[config.mk]
export PLATFORM = sky130hd
export DESIGN_NAME = serial_magnitude_comparator
export DESIGN_NICKNAME = d
export VERILOG_FILES = /design/src/rtl/serial_magnitude_comparator.sv
export SDC_FILE = /design/constraint.sdc
export NUM_CORES = 1
export LEC_CHECK = 0
export CAP_MARGIN = 20
export CORE_AREA = 2 2 60 56
export DETAILED_ROUTE_END_ITERATION = 6
export DIE_AREA = 0 0 62 58
export GPL_ROUTABILITY_DRIVEN = 0
export PLACE_DENSITY = 0.8
export SYNTH_ARGS = -nofsm -noshare
export SYNTH_HDL_FRONTEND = slang
export SYNTH_SLANG_ARGS = --single-unit
[constraint.sdc]
create_clock -name clk -period 1.34 [get_ports clk]
set_input_delay 0.134 -clock clk [delete_from_list [all_inputs] [get_ports clk]]
set_output_delay 0.134 -clock clk [all_outputs]
set_load 0.01 [all_outputs]
[src/rtl/serial_magnitude_comparator.sv]
// Bit-serial MSB-first magnitude comparator wrapped around an external combinational
// 1-bit comparator cell; exits at the first differing bit and reports a one-hot result.
//
// state | meaning
// IDLE  | waiting for start; previous result held on gt/eq/lt/err
// SHIFT | presenting a_reg[idx]/b_reg[idx] to the cell and sampling its flags
// DONE  | done pulse; result valid
module serial_magnitude_comparator #(
    parameter int WIDTH = 8
) (
    input  logic             clk,
    input  logic             rst,
    input  logic             start,
    input  logic [WIDTH-1:0] a_word,
    input  logic [WIDTH-1:0] b_word,
    output logic             a_bit,
    output logic             b_bit,
    input  logic             bit_g,
    input  logic             bit_e,
    input  logic             bit_s,
    output logic             busy,
    output logic             done,
    output logic             gt,
    output logic             eq,
    output logic             lt,
    output logic             err
);

    localparam int IW = $clog2(WIDTH);

    typedef enum logic [1:0] {
        S_IDLE  = 2'd0,
        S_SHIFT = 2'd1,
        S_DONE  = 2'd2
    } state_t;

    state_t           state_q, state_d;
    logic [WIDTH-1:0] a_reg_q, a_reg_d;
    logic [WIDTH-1:0] b_reg_q, b_reg_d;
    logic [IW-1:0]    idx_q, idx_d;
    logic             gt_q, gt_d;
    logic             eq_q, eq_d;
    logic             lt_q, lt_d;
    logic             err_q, err_d;
    logic             done_q, done_d;

    always_ff @(posedge clk or posedge rst) begin
        if (rst) begin
            state_q <= S_IDLE;
            a_reg_q <= '0;
            b_reg_q <= '0;
            idx_q   <= '0;
            gt_q    <= 1'b0;
            eq_q    <= 1'b0;
            lt_q    <= 1'b0;
            err_q   <= 1'b0;
            done_q  <= 1'b0;
        end else begin
            state_q <= state_d;
            a_reg_q <= a_reg_d;
            b_reg_q <= b_reg_d;
            idx_q   <= idx_d;
            gt_q    <= gt_d;
            eq_q    <= eq_d;
            lt_q    <= lt_d;
            err_q   <= err_d;
            done_q  <= done_d;
        end
    end

    always_comb begin
        state_d = state_q;
        a_reg_d = a_reg_q;
        b_reg_d = b_reg_q;
        idx_d   = idx_q;
        gt_d    = gt_q;
        eq_d    = eq_q;
        lt_d    = lt_q;
        err_d   = err_q;
        done_d  = 1'b0;

        case (state_q)
            S_IDLE: begin
                if (start) begin
                    a_reg_d = a_word;
                    b_reg_d = b_word;
                    idx_d   = IW'(WIDTH - 1);
                    gt_d    = 1'b0;
                    eq_d    = 1'b0;
                    lt_d    = 1'b0;
                    err_d   = 1'b0;
                    state_d = S_SHIFT;
                end
            end
            S_SHIFT: begin
                // anything other than exactly one flag means the cell is broken
                case ({bit_g, bit_e, bit_s})
                    3'b100: begin
                        gt_d    = 1'b1;
                        done_d  = 1'b1;
                        state_d = S_DONE;
                    end
                    3'b001: begin
                        lt_d    = 1'b1;
                        done_d  = 1'b1;
                        state_d = S_DONE;
                    end
                    3'b010: begin
                        if (idx_q == '0) begin
                            eq_d    = 1'b1;
                            done_d  = 1'b1;
                            state_d = S_DONE;
                        end else begin
                            idx_d = idx_q - IW'(1);
                        end
                    end
                    default: begin
                        err_d   = 1'b1;
                        done_d  = 1'b1;
                        state_d = S_DONE;
                    end
                endcase
            end
            S_DONE: begin
                state_d = S_IDLE;
            end
            default: begin
                state_d = S_IDLE;
            end
        endcase
    end

    assign a_bit = a_reg_q[idx_q];
    assign b_bit = b_reg_q[idx_q];
    assign busy  = (state_q == S_SHIFT);
    assign done  = done_q;
    assign gt    = gt_q;
    assign eq    = eq_q;
    assign lt    = lt_q;
    assign err   = err_q;

endmodule
======== Yosys cells after proc, flatten, opt, wreduce, memory -nomap -nowiden ========
Cells that the tools add are included.
operators by class
  order comparisons ....................... 1
  multiplexer cells ....................... 25
  reduce and logical (&&, ||, !) cells .... 11
  shifts and indexed selects .............. 0
  add/sub/neg operators ................... 1
  eq/ne operators ......................... 12
  div/mod/pow operators ................... 0
  $mul .................................... 0
  bitwise operators ....................... 0
operator list
  cell                                                                          count
  1-bit 2-to-1 mux                                                              11
  3-bit 2-to-1 mux                                                              3
  3-bit AND reduction                                                           3
  2-bit by 1-bit != test with 1-bit output, second input constant               4
  1-bit one-hot mux with 2 select lines                                         4
  4-bit AND reduction                                                           2
  1-bit binary-select mux with 3-bit select                                     2
  2-bit 2-to-1 mux                                                              3
  2-bit != test, second input constant                                          3
  3-bit one-hot mux with 2 select lines                                         1
  3-bit by 4-bit less-than comparator with 1-bit output, second input constant  1
  2-bit one-hot mux with 2 select lines                                         1
  2-bit AND reduction                                                           2
  3-bit by 1-bit equality test with 1-bit output, second input constant         1
  3-bit by 2-bit equality test with 1-bit output, second input constant         1
  3-bit equality test, second input constant                                    1
  3-bit zero test                                                               1
  3-bit != test, second input constant                                          1
  3-bit OR reduction                                                            1
  3-bit by 1-bit subtractor with 3-bit output, second input constant            1
  2-bit by 1-bit equality test with 1-bit output, second input constant         1
  2-bit zero test                                                               1
  2-bit nonzero test                                                            1
word-level totals
  bits in writable memories ............... 0
  register bits ........................... 26
  memory bits (read-only) ................. 0
  output and inout bits ................... 8
  bits in latches ......................... 0
  memories kept ........................... 0
  word-level logic and storage cells ...... 59

======== Logic depth before layout (Yosys ltp) ========
Gate-level depths: netlist (run 1).
  depth in word-level cells ............... 4
  gate-level depth with buffers ........... 6

======== Least setup slack after synthesis (run 1) ========
OpenSTA, ideal clock, no wires.
  path kind ............................... reg-to-reg
  start ................................... reg idx_q[0]
  end ..................................... reg idx_q[0]
  data arrival time ....................... 1299 ps
  period minus slack after synthesis ...... 1426 ps
  setup time .............................. 128 ps
  stages on the path, launching flop included .. 7
  data required time ...................... 1212 ps
  path buffers ............................ 1
  setup slack ............................. -86 ps
  path through ............................ dfrtp_1 buf_6 inv_1 ha_1 nand2b_1 and2_1 o311a_2
between the ends
  word-level cells in the longest chain between the ends .. 4
RTL lines
  what                                         RTL line  source
  start: declaration                           40        logic [IW-1:0] idx_q, idx_d;
  start signal: assignment                     62        idx_q <= idx_d;
  3-bit by 1-bit subtractor with 3-bit output  114       idx_d = idx_q - IW'(1);
  3-bit 2-to-1 mux                             109       if (idx_q == '0) begin
  3-bit 2-to-1 mux                             97        case ({bit_g, bit_e, bit_s})
  3-bit one-hot mux with 2 select lines        82        case (state_q)
Parallel ways exist; a longest one is shown, timed or not. The select of a mux whose other input is x is not followed.
A chain may end at the register's enable or synchronous reset.

======== Final worst setup path (run 1) ========
  start ................................... reg idx_q[0]
  end ..................................... out a_bit
between the ends
  word-level cells in the longest chain between the ends .. 2
RTL lines
  what                                       RTL line  source
  1-bit binary-select mux with 3-bit select  133       assign a_bit = a_reg_q[idx_q];
  1-bit 2-to-1 mux (implied by the code)     133
  end: declaration                           16        output logic a_bit,
No other way between the ends. The select of a mux whose other input is x is not followed.

==> results of run 1 <==
## registers in the layout (all words and copies together), names as in the netlist, 2 cells and up
signal	flops
b_reg_q	8
state_q	2
idx_q	3
a_reg_q	8
## cells in the mapped netlist, types with 2 or more instances
cell | n | area, sq um
dfrtp_1 | 26 | 651
mux2_2 | 9 | 101
nand2_1 | 8 | 30.0
nor2_1 | 8 | 30.0
inv_1 | 7 | 26.3
mux2_4 | 7 | 105
mux4_1 | 4 | 105
o21ai_0 | 4 | 20.0
buf_6 | 3 | 33.8
a32o_1 | 2 | 20.0
a41oi_1 | 2 | 17.5
ha_1 | 2 | 25.0
nand2b_1 | 2 | 12.5
nor3b_2 | 2 | 25.0
## critical path: stages, from the launching register on
cell and delay, ns:
dfrtp_2 0.41, buf_4 0.13, mux4_2 0.50, nand2_1 0.08, nand2_1 0.05, buf_2 0.13
## layout make-up
class / instances / area, sq um
fillers: 218 / 946
repair buffers: 62 / 593
clock inverters: 1 / 30.0
clock buffers: 3 / 22.5
flip-flops and latches: 26 / 653
multi-input cells: 58 / 642
well taps: 42 / 52.6
inverters: 8 / 32.5
## worst paths after layout
path | to | slack, ns
min in group clk | a_reg_q[7] | 0.41
min | a_reg_q[5] | 0.14
max in group asynchronous | idx_q[0] | 0.93
max | a_bit | -0.41
min reg2reg | lt | 0.50
max reg2reg | idx_q[0] | -0.24
## power breakdown
part	switching, mW	internal [mW]
Combinational	0.399	0.785
Clock	0.239	0.303
Sequential	0.140	0.990
Total	0.778	2.08
## routing by layer
metal	GRT usage, %	vias to the layer above	wire length (um)
met5	0	-	0
met4	7.60	0	62
met3	4.02	4	123
met2	36.6	30	1760
met1	24.5	500	1250
li1	-	464	-
## through the flow
stage	setup WS [ns]	instances	utilization, %	hold WS (ns)
2_1_floorplan	0.0115	95	-	0.174
3_3_place_gp	-0.467	185	59.9	0.480
3_5_place_dp	-0.535	185	59.9	0.481
4_1_cts	-0.403	201	67.4	0.161
5_1_grt	-0.481	200	68.2	0.184
6_report	-0.411	200	68.2	0.144
## kinds of logic (layout without fill, tap and decap cells)
group | after synthesis | count (layout) | share of synthesized area (%)
and+or+nand+nor | 24 | 24 | 9.57
adders and majority gates | 2 | 2 | 1.97
AOI/OAI and AO/OA | 10 | 10 | 6.11
DFF | 26 | 26 | 51.3
muxes | 21 | 21 | 25.3
xor gates and xnor gates | 1 | 1 | 0.690
buffers and inverters | 11 | 74 | 5.03
## timing repair
| item | in CTS | in global routing |
|---|---|---|
| pin swaps | 5 | 3 |
| endpoints found under the hold margin | 0 | 0 |
| gates cloned | 2 | 0 |
| resized for setup | 41 | 10 |
| buffers inserted | 10 | 1 |
| setup endpoints to repair | 18 | 25 |
==> results.cfg, run 1 <==
[timing]
max_slew_margin_pct = 77.7
setup_viol = 22
grt_setup_unrepaired = true
worst_pin_slew_ns = 0.335
fin_setup_tns_ns = -3.31
max_freq_mhz = 571
fin_crit_ns = 1.75
period_share_pct = 131
setup_ws_ns = -0.411
clock_skew_ns = 0.00250
finalHoldViolCount = 0
maxSlewViolCount = 0

[pwr]
vdd_drop_max_uv = 836
p_leak_nw = 0.988
power_mw = 2.86
p_per_area_mw_per_mm2 = 1410

[final_layout]
layout_commonest_cell = buf_4
drive_above_1_share_pct = 48.1
num_antenna_cells = 0
nets = 183
final_area_sq_mm = 0.00203
final_cell_mix = buf_4, dfrtp_1, clkdlybuf4s50_1, mux2_4
areaGrowthSynthToFinish_pct = 59.7

[drt]
drt-total-wl_um = 3190
drtIter0Drc = 50
first_pass_iters = 4
ant_nets = 0
wl_per_cell_um = 16.0
num_vias = 998
viasPerCell = 4.99
drc = 0

[yosys]
synth_area_sq_mm = 0.00127
syn_nets = 119
synth-seq-area-share_pct = 51.3
synth_flop_cell = dfrtp_1
syn_avg_cell_area_sq_um = 13.4
synth_edf_count = 0
ys_ff_latch = 26
ys_warn_count = 0
syn_inst = 95
ys_async_sr_fraction_pct = 100
synth_cell_types = 23

[placement]
postPlaceCellArea_sq_mm = 0.00178
place_hpwl_um = 2150
numPortBuffers = 29

[global_route]
grt_pass1_wl_um = 5240
grt_overflow = 0
grt.total_usage_pct = 20.8
grt_max_degree = 27
first_global_vias = 1096
antenna_found_initial = 0

[floorplan]
rows = 19
dieArea_sq_mm = 0.00360
die_y_um = 58
start_util_pct = 42.7
die_w_um = 62
core_sq_mm = 0.00297
ios = 30

[clock_network]
holdBufCountCts = 0
cts_tree = built
clk_latency_ns = 0.32
cts_max_path_buffers = 2
htreeDepth = 1
cts_num_sinks = 26
cts.clk_slew.worst_paths_ns = 0.14
cts-root-buf = clkbuf_4
cts_made_buffers = 3

[run_status]
violations = setup timing
status = finished with violations

[critical_path]
cp.arrival_ns = 1.62
critPathMaxFanout = 4
worst-r2r-cell-count = 7
end_kind = primary output
r2r-start = idx_q[0]
start_kind = flop
setup.worst_path.start = idx_q[0]
worstSetupPathType = flop to primary output
required_ns = 1.21

[run]
drv_cap = 0

[hold_path]
worstHoldPathType = primary input to asynchronous set/reset pin
No activity file was read; power rests on OpenSTA's default activity.
==> run 2, diff against run 1 <==
- REMOVE_ABC_BUFFERS: default -> 1
==> run 2 against run 1 <==
Against the previous run: the flow still finishes with violations (setup timing); wire length shrank 6.4%; sequential power is essentially flat; non-clock buffer count fell by 2; critical path type unchanged; critical endpoint unchanged; largest cell class unchanged; largest power group unchanged.
==> results.cfg, run 2 (synthesized netlist as in run 1, its figures left out) <==
[drt]
ant_nets = 0
drc = 0
drt-total-wl_um = 2990
wl_per_cell_um = 15.2
viasPerCell = 4.91
first_pass_iters = 4
drtIter0Drc = 30
num_vias = 967

[timing]
hold_ws_ns = 0.147
grt_setup_unrepaired = true
setup_viol = 24
clock_skew_ns = 0.00270
max_freq_mhz = 577
period_share_pct = 129
fin_crit_ns = 1.73
worst_pin_slew_ns = 0.322
maxSlewViolCount = 0
finalHoldViolCount = 0
max_slew_margin_pct = 78.5
fin_setup_tns_ns = -2.84
setup_ws_ns = -0.393

[critical_path]
start_kind = flop
worstSetupPathType = flop to primary output
required_ns = 1.21
cp.arrival_ns = 1.60
end_kind = primary output
worst-r2r-cell-count = 7
critPathMaxFanout = 3

[run]
drv_cap = 0

[pwr]
seqPwrFrac_pct = 43.4
p_per_area_mw_per_mm2 = 1300
p_leak_nw = 0.968
p_sw_uw = 725
combPwrFrac_pct = 44.0
power.share.clock_pct = 12.6
p_int_mw = 1.85
netSwitchingFraction_pct = 28.2
vdd_drop_max_uv = 744

[global_route]
grt.total_usage_pct = 18.9
antenna_found_initial = 0
first_global_vias = 1052
grt_overflow = 0
grt_max_degree = 27
grt_pass1_wl_um = 4910

[final_layout]
final_area_sq_mm = 0.00197
final_cell_mix = dfrtp_1, buf_4, clkdlybuf4s50_1, mux2_4, nor2_1
nets = 181
drive_above_1_share_pct = 45.8
layout_commonest_cell = dfrtp_1
utilization_pct = 66.4
areaGrowthSynthToFinish_pct = 55.5
num_antenna_cells = 0
n_fill_cell = 227
reg.largest.list = a_reg_q: 8 flops, b_reg_q: 8 flops, idx_q: 3 flops

[hold_path]
worstHoldPathType = primary input to asynchronous set/reset pin

[clock_network]
clk_latency_ns = 0.32
cts_num_sinks = 26
cts_made_buffers = 3
cts.clk_slew.worst_paths_ns = 0.13
cts_max_path_buffers = 2
cts_tree = built
holdBufCountCts = 0
htreeDepth = 1
cts-root-buf = clkbuf_4

[floorplan]
rows = 19
die_w_um = 62
core_sq_mm = 0.00297
start_util_pct = 42.7
dieArea_sq_mm = 0.00360
die_y_um = 58
ios = 30

[run_status]
status = finished with violations
violations = setup timing

[placement]
numPortBuffers = 29
postPlaceCellArea_sq_mm = 0.00173
place_hpwl_um = 1870
-- run 2: path summary, 6_finish.rpt --
kind	slack (ns)	endpoint	startpoint
max	-0.39	a_bit	idx_q[0]
min	0.15	b_reg_q[2]	rst
max reg2reg	-0.29	idx_q[0]	idx_q[0]
min in group clk	0.42	a_reg_q[1]	a_word[1]
min reg2reg	0.51	lt	lt
max in group asynchronous	0.94	idx_q[0]	rst
-- run 2: repair_timing --
item / 4_1_cts / 5_1_grt
setup buffers: 9 / 0
resized for setup: 40 / 10
cloned: 3 / 0
pin swaps: 5 / 3
setup endpoints to repair: 30 / 27
-- run 2: layer usage --
| metal | vias to the layer above | part of all wire [%] | track usage (%) |
|---|---|---|---|
| li1 | 455 | - | - |
| met1 | 482 | 43 | 24.3 |
| met2 | 26 | 51 | 31.1 |
| met3 | 4 | 4.9 | 4.02 |
| met4 | 0 | 1.1 | 6.69 |
| met5 | - | 0 | 0 |
-- run 2: power groups by stage --
stage	Sequential (mW)	Combinational (mW)	Clock, mW
after floorplan	1.10	0.475	0
after global placement	1.11	0.827	0
after detailed placement	1.12	0.859	0
after CTS	1.11	1.10	0.322
after global routing	1.15	1.21	0.365
final	1.12	1.13	0.324
-- run 2: critical path: stages (launching register included) --
cell and delay (ns):
dfrtp_2 0.41, buf_6 0.11, mux4_2 0.51, nand2_2 0.07
nand2_1 0.05, buf_2 0.13
-- run 2: area by class of cell --
cell class | count | area (sq um) | area share (%)
Sequential cell | 26 | 652 | 33.0
Multi-Input combinational cell | 58 | 617 | 31.3
Timing Repair Buffer | 60 | 599 | 30.4
Tap cell | 42 | 52.6 | 2.66
Inverter | 8 | 30.0 | 1.52
Clock buffer | 3 | 22.5 | 1.14
-- run 2: metrics by stage --
step	worst slack, ns	cells	power [mW]
2_1_floorplan	-0.547	92	1.57
3_3_place_gp	-0.405	182	1.94
3_5_place_dp	-0.453	182	1.98
4_1_cts	-0.367	197	2.54
5_1_grt	-0.461	197	2.72
6_report	-0.393	197	2.57
==> run 3, diff against run 2 <==
- RECOVER_POWER: default -> 100
==> run 3 against run 2 <==
Against the previous run: the flow still finishes with violations (setup timing); register-to-register slack barely moved; sequential power barely moved; hold slack improved by 0.25 ns; first-iteration DRC count fell by 13%; combinational power barely moved; maximum frequency did not move; clock-buffer cell count did not move; wire length fell by 0.30%; clock skew did not move; core utilization fell by 0.55 points; worst setup slack did not move; largest power group is now registers.
==> results.cfg, run 3 (synthesized netlist as in run 1, its figures left out) <==
[run_status]
status = finished with violations
violations = setup timing

[timing]
fin_crit_ns = 1.73
fin_setup_tns_ns = -2.93
maxSlewViolCount = 0
max_slew_margin_pct = 58.0
period_share_pct = 129
worst_pin_slew_ns = 0.629
grt_setup_unrepaired = true
setup_viol = 24
finalHoldViolCount = 0
setup_ws_ns = -0.393
clock_skew_ns = 0.00270
max_freq_mhz = 577

[pwr]
p_per_area_mw_per_mm2 = 1310
vdd_drop_max_uv = 742
p_leak_nw = 0.943

[drt]
drt-total-wl_um = 2980
wl_per_cell_um = 15.1
drtIter0Drc = 26
num_vias = 967
ant_nets = 0
viasPerCell = 4.91
first_pass_iters = 4
drc = 0

[floorplan]
ios = 30
start_util_pct = 42.7
dieArea_sq_mm = 0.00360
core_sq_mm = 0.00297
die_y_um = 58
die_w_um = 62
rows = 19

[run]
drv_cap = 0

[clock_network]
cts_made_buffers = 3
cts-root-buf = clkbuf_4
cts_num_sinks = 26
clk_latency_ns = 0.32
cts_max_path_buffers = 2
htreeDepth = 1
cts_tree = built
holdBufCountCts = 0
cts.clk_slew.worst_paths_ns = 0.13

[critical_path]
end_kind = primary output
start_kind = flop
path_cells = buf_6, mux4_2, nand2_2, nand2_1, buf_2
worstSetupPathType = flop to primary output
cp.arrival_ns = 1.60
required_ns = 1.21
critPathSlowestCell = mux4_2
critPathMaxFanout = 3
worst-path-buf-inv = 2
worst-r2r-setup-slack_ns = -0.29
critPathTopFamily = multiplexers
slowest_delay_ns = 0.51

[hold_path]
worstHoldPathType = primary input to asynchronous set/reset pin

[placement]
place_ws_ns = -0.453
place_hpwl_um = 1870
numPortBuffers = 29
dp_cells = 182
postPlaceCellArea_sq_mm = 0.00173

[global_route]
grt.total_usage_pct = 18.9
grt_overflow = 0
first_global_vias = 1052
antenna_found_initial = 0
grt_pass1_wl_um = 4910
grt_max_degree = 27

[final_layout]
final_area_sq_mm = 0.00196
utilization_pct = 65.9
drive_above_1_share_pct = 44.5
reg.largest.list = a_reg_q: 8 flops, b_reg_q: 8 flops, idx_q: 3 flops
final_cell_mix = dfrtp_1, clkdlybuf4s50_1, buf_4, mux2_4, nor2_1
layout_commonest_cell = dfrtp_1
nets = 181
final_cells = 197
num_antenna_cells = 0
areaGrowthSynthToFinish_pct = 54.2
-- run 3: cell types whose count changed in the layout (fill, tap and decap cells not counted) --
cell	previous run	this run
dlygate4sd3_1	0	1
buf_6	5	4
clkbuf_1	0	2
clkdlybuf4s25_1	0	1
dlymetal6s2s_1	1	0
buf_4	23	20
clkbuf_2	0	1
clkbuf_4	3	4
clkdlybuf4s50_1	21	20
-- run 3: worst paths after layout --
check,from,cells after the start,to
worst min-delay path,rst,3,b_reg_q[2]
min in group clk,a_word[1],2,a_reg_q[1]
worst min register to register,lt,1,lt
max in group asynchronous,rst,3,idx_q[0]
worst max-delay path,idx_q[0],5,a_bit
worst max register to register,idx_q[0],7,idx_q[0]
-- run 3: timing repair --
item	CTS	global route
gates resized for setup	40	10
setup endpoints to repair	30	27
cloned	3	0
pin swaps	5	3
setup buffers	9	0
-- run 3: power breakdown --
group | switching [mW] | total (mW) | leakage, nW | internal [mW]
Combinational | 0.378 | 1.12 | 0.624 | 0.738
Sequential | 0.127 | 1.12 | 0.305 | 0.989
Clock | 0.218 | 0.324 | 0.0138 | 0.105
Total | 0.723 | 2.55 | 0.943 | 1.83
-- run 3: layout make-up --
class / instances / area, sq um
Tap cell: 42 / 52.6
Sequential cell: 26 / 652
Inverter: 8 / 30.0
Clock buffer: 3 / 22.5
Fill cell: 230 / 1010
Timing Repair Buffer: 60 / 583
Multi-Input combinational cell: 58 / 617
-- run 3: worst min-delay path: cells and delay by family --
family                 cells  cell delay (ns)
buffers and inverters      3             1.08
-- run 3: per-layer routing --
metal	routed length, um	track usage, %	part of all wire (%)
met1	1290	24.3	43
met2	1520	31.1	51
met3	141	4.02	4.7
met4	34	6.69	1.1
met5	0	0	0
-- run 3: metrics by stage --
step                hold WS (ns)  total power, mW
finish                     0.395             2.55
global route               0.408             2.70
CTS                        0.164             2.54
detailed placement         0.492             1.98
global placement           0.478             1.94
floorplan                  0.174             1.57
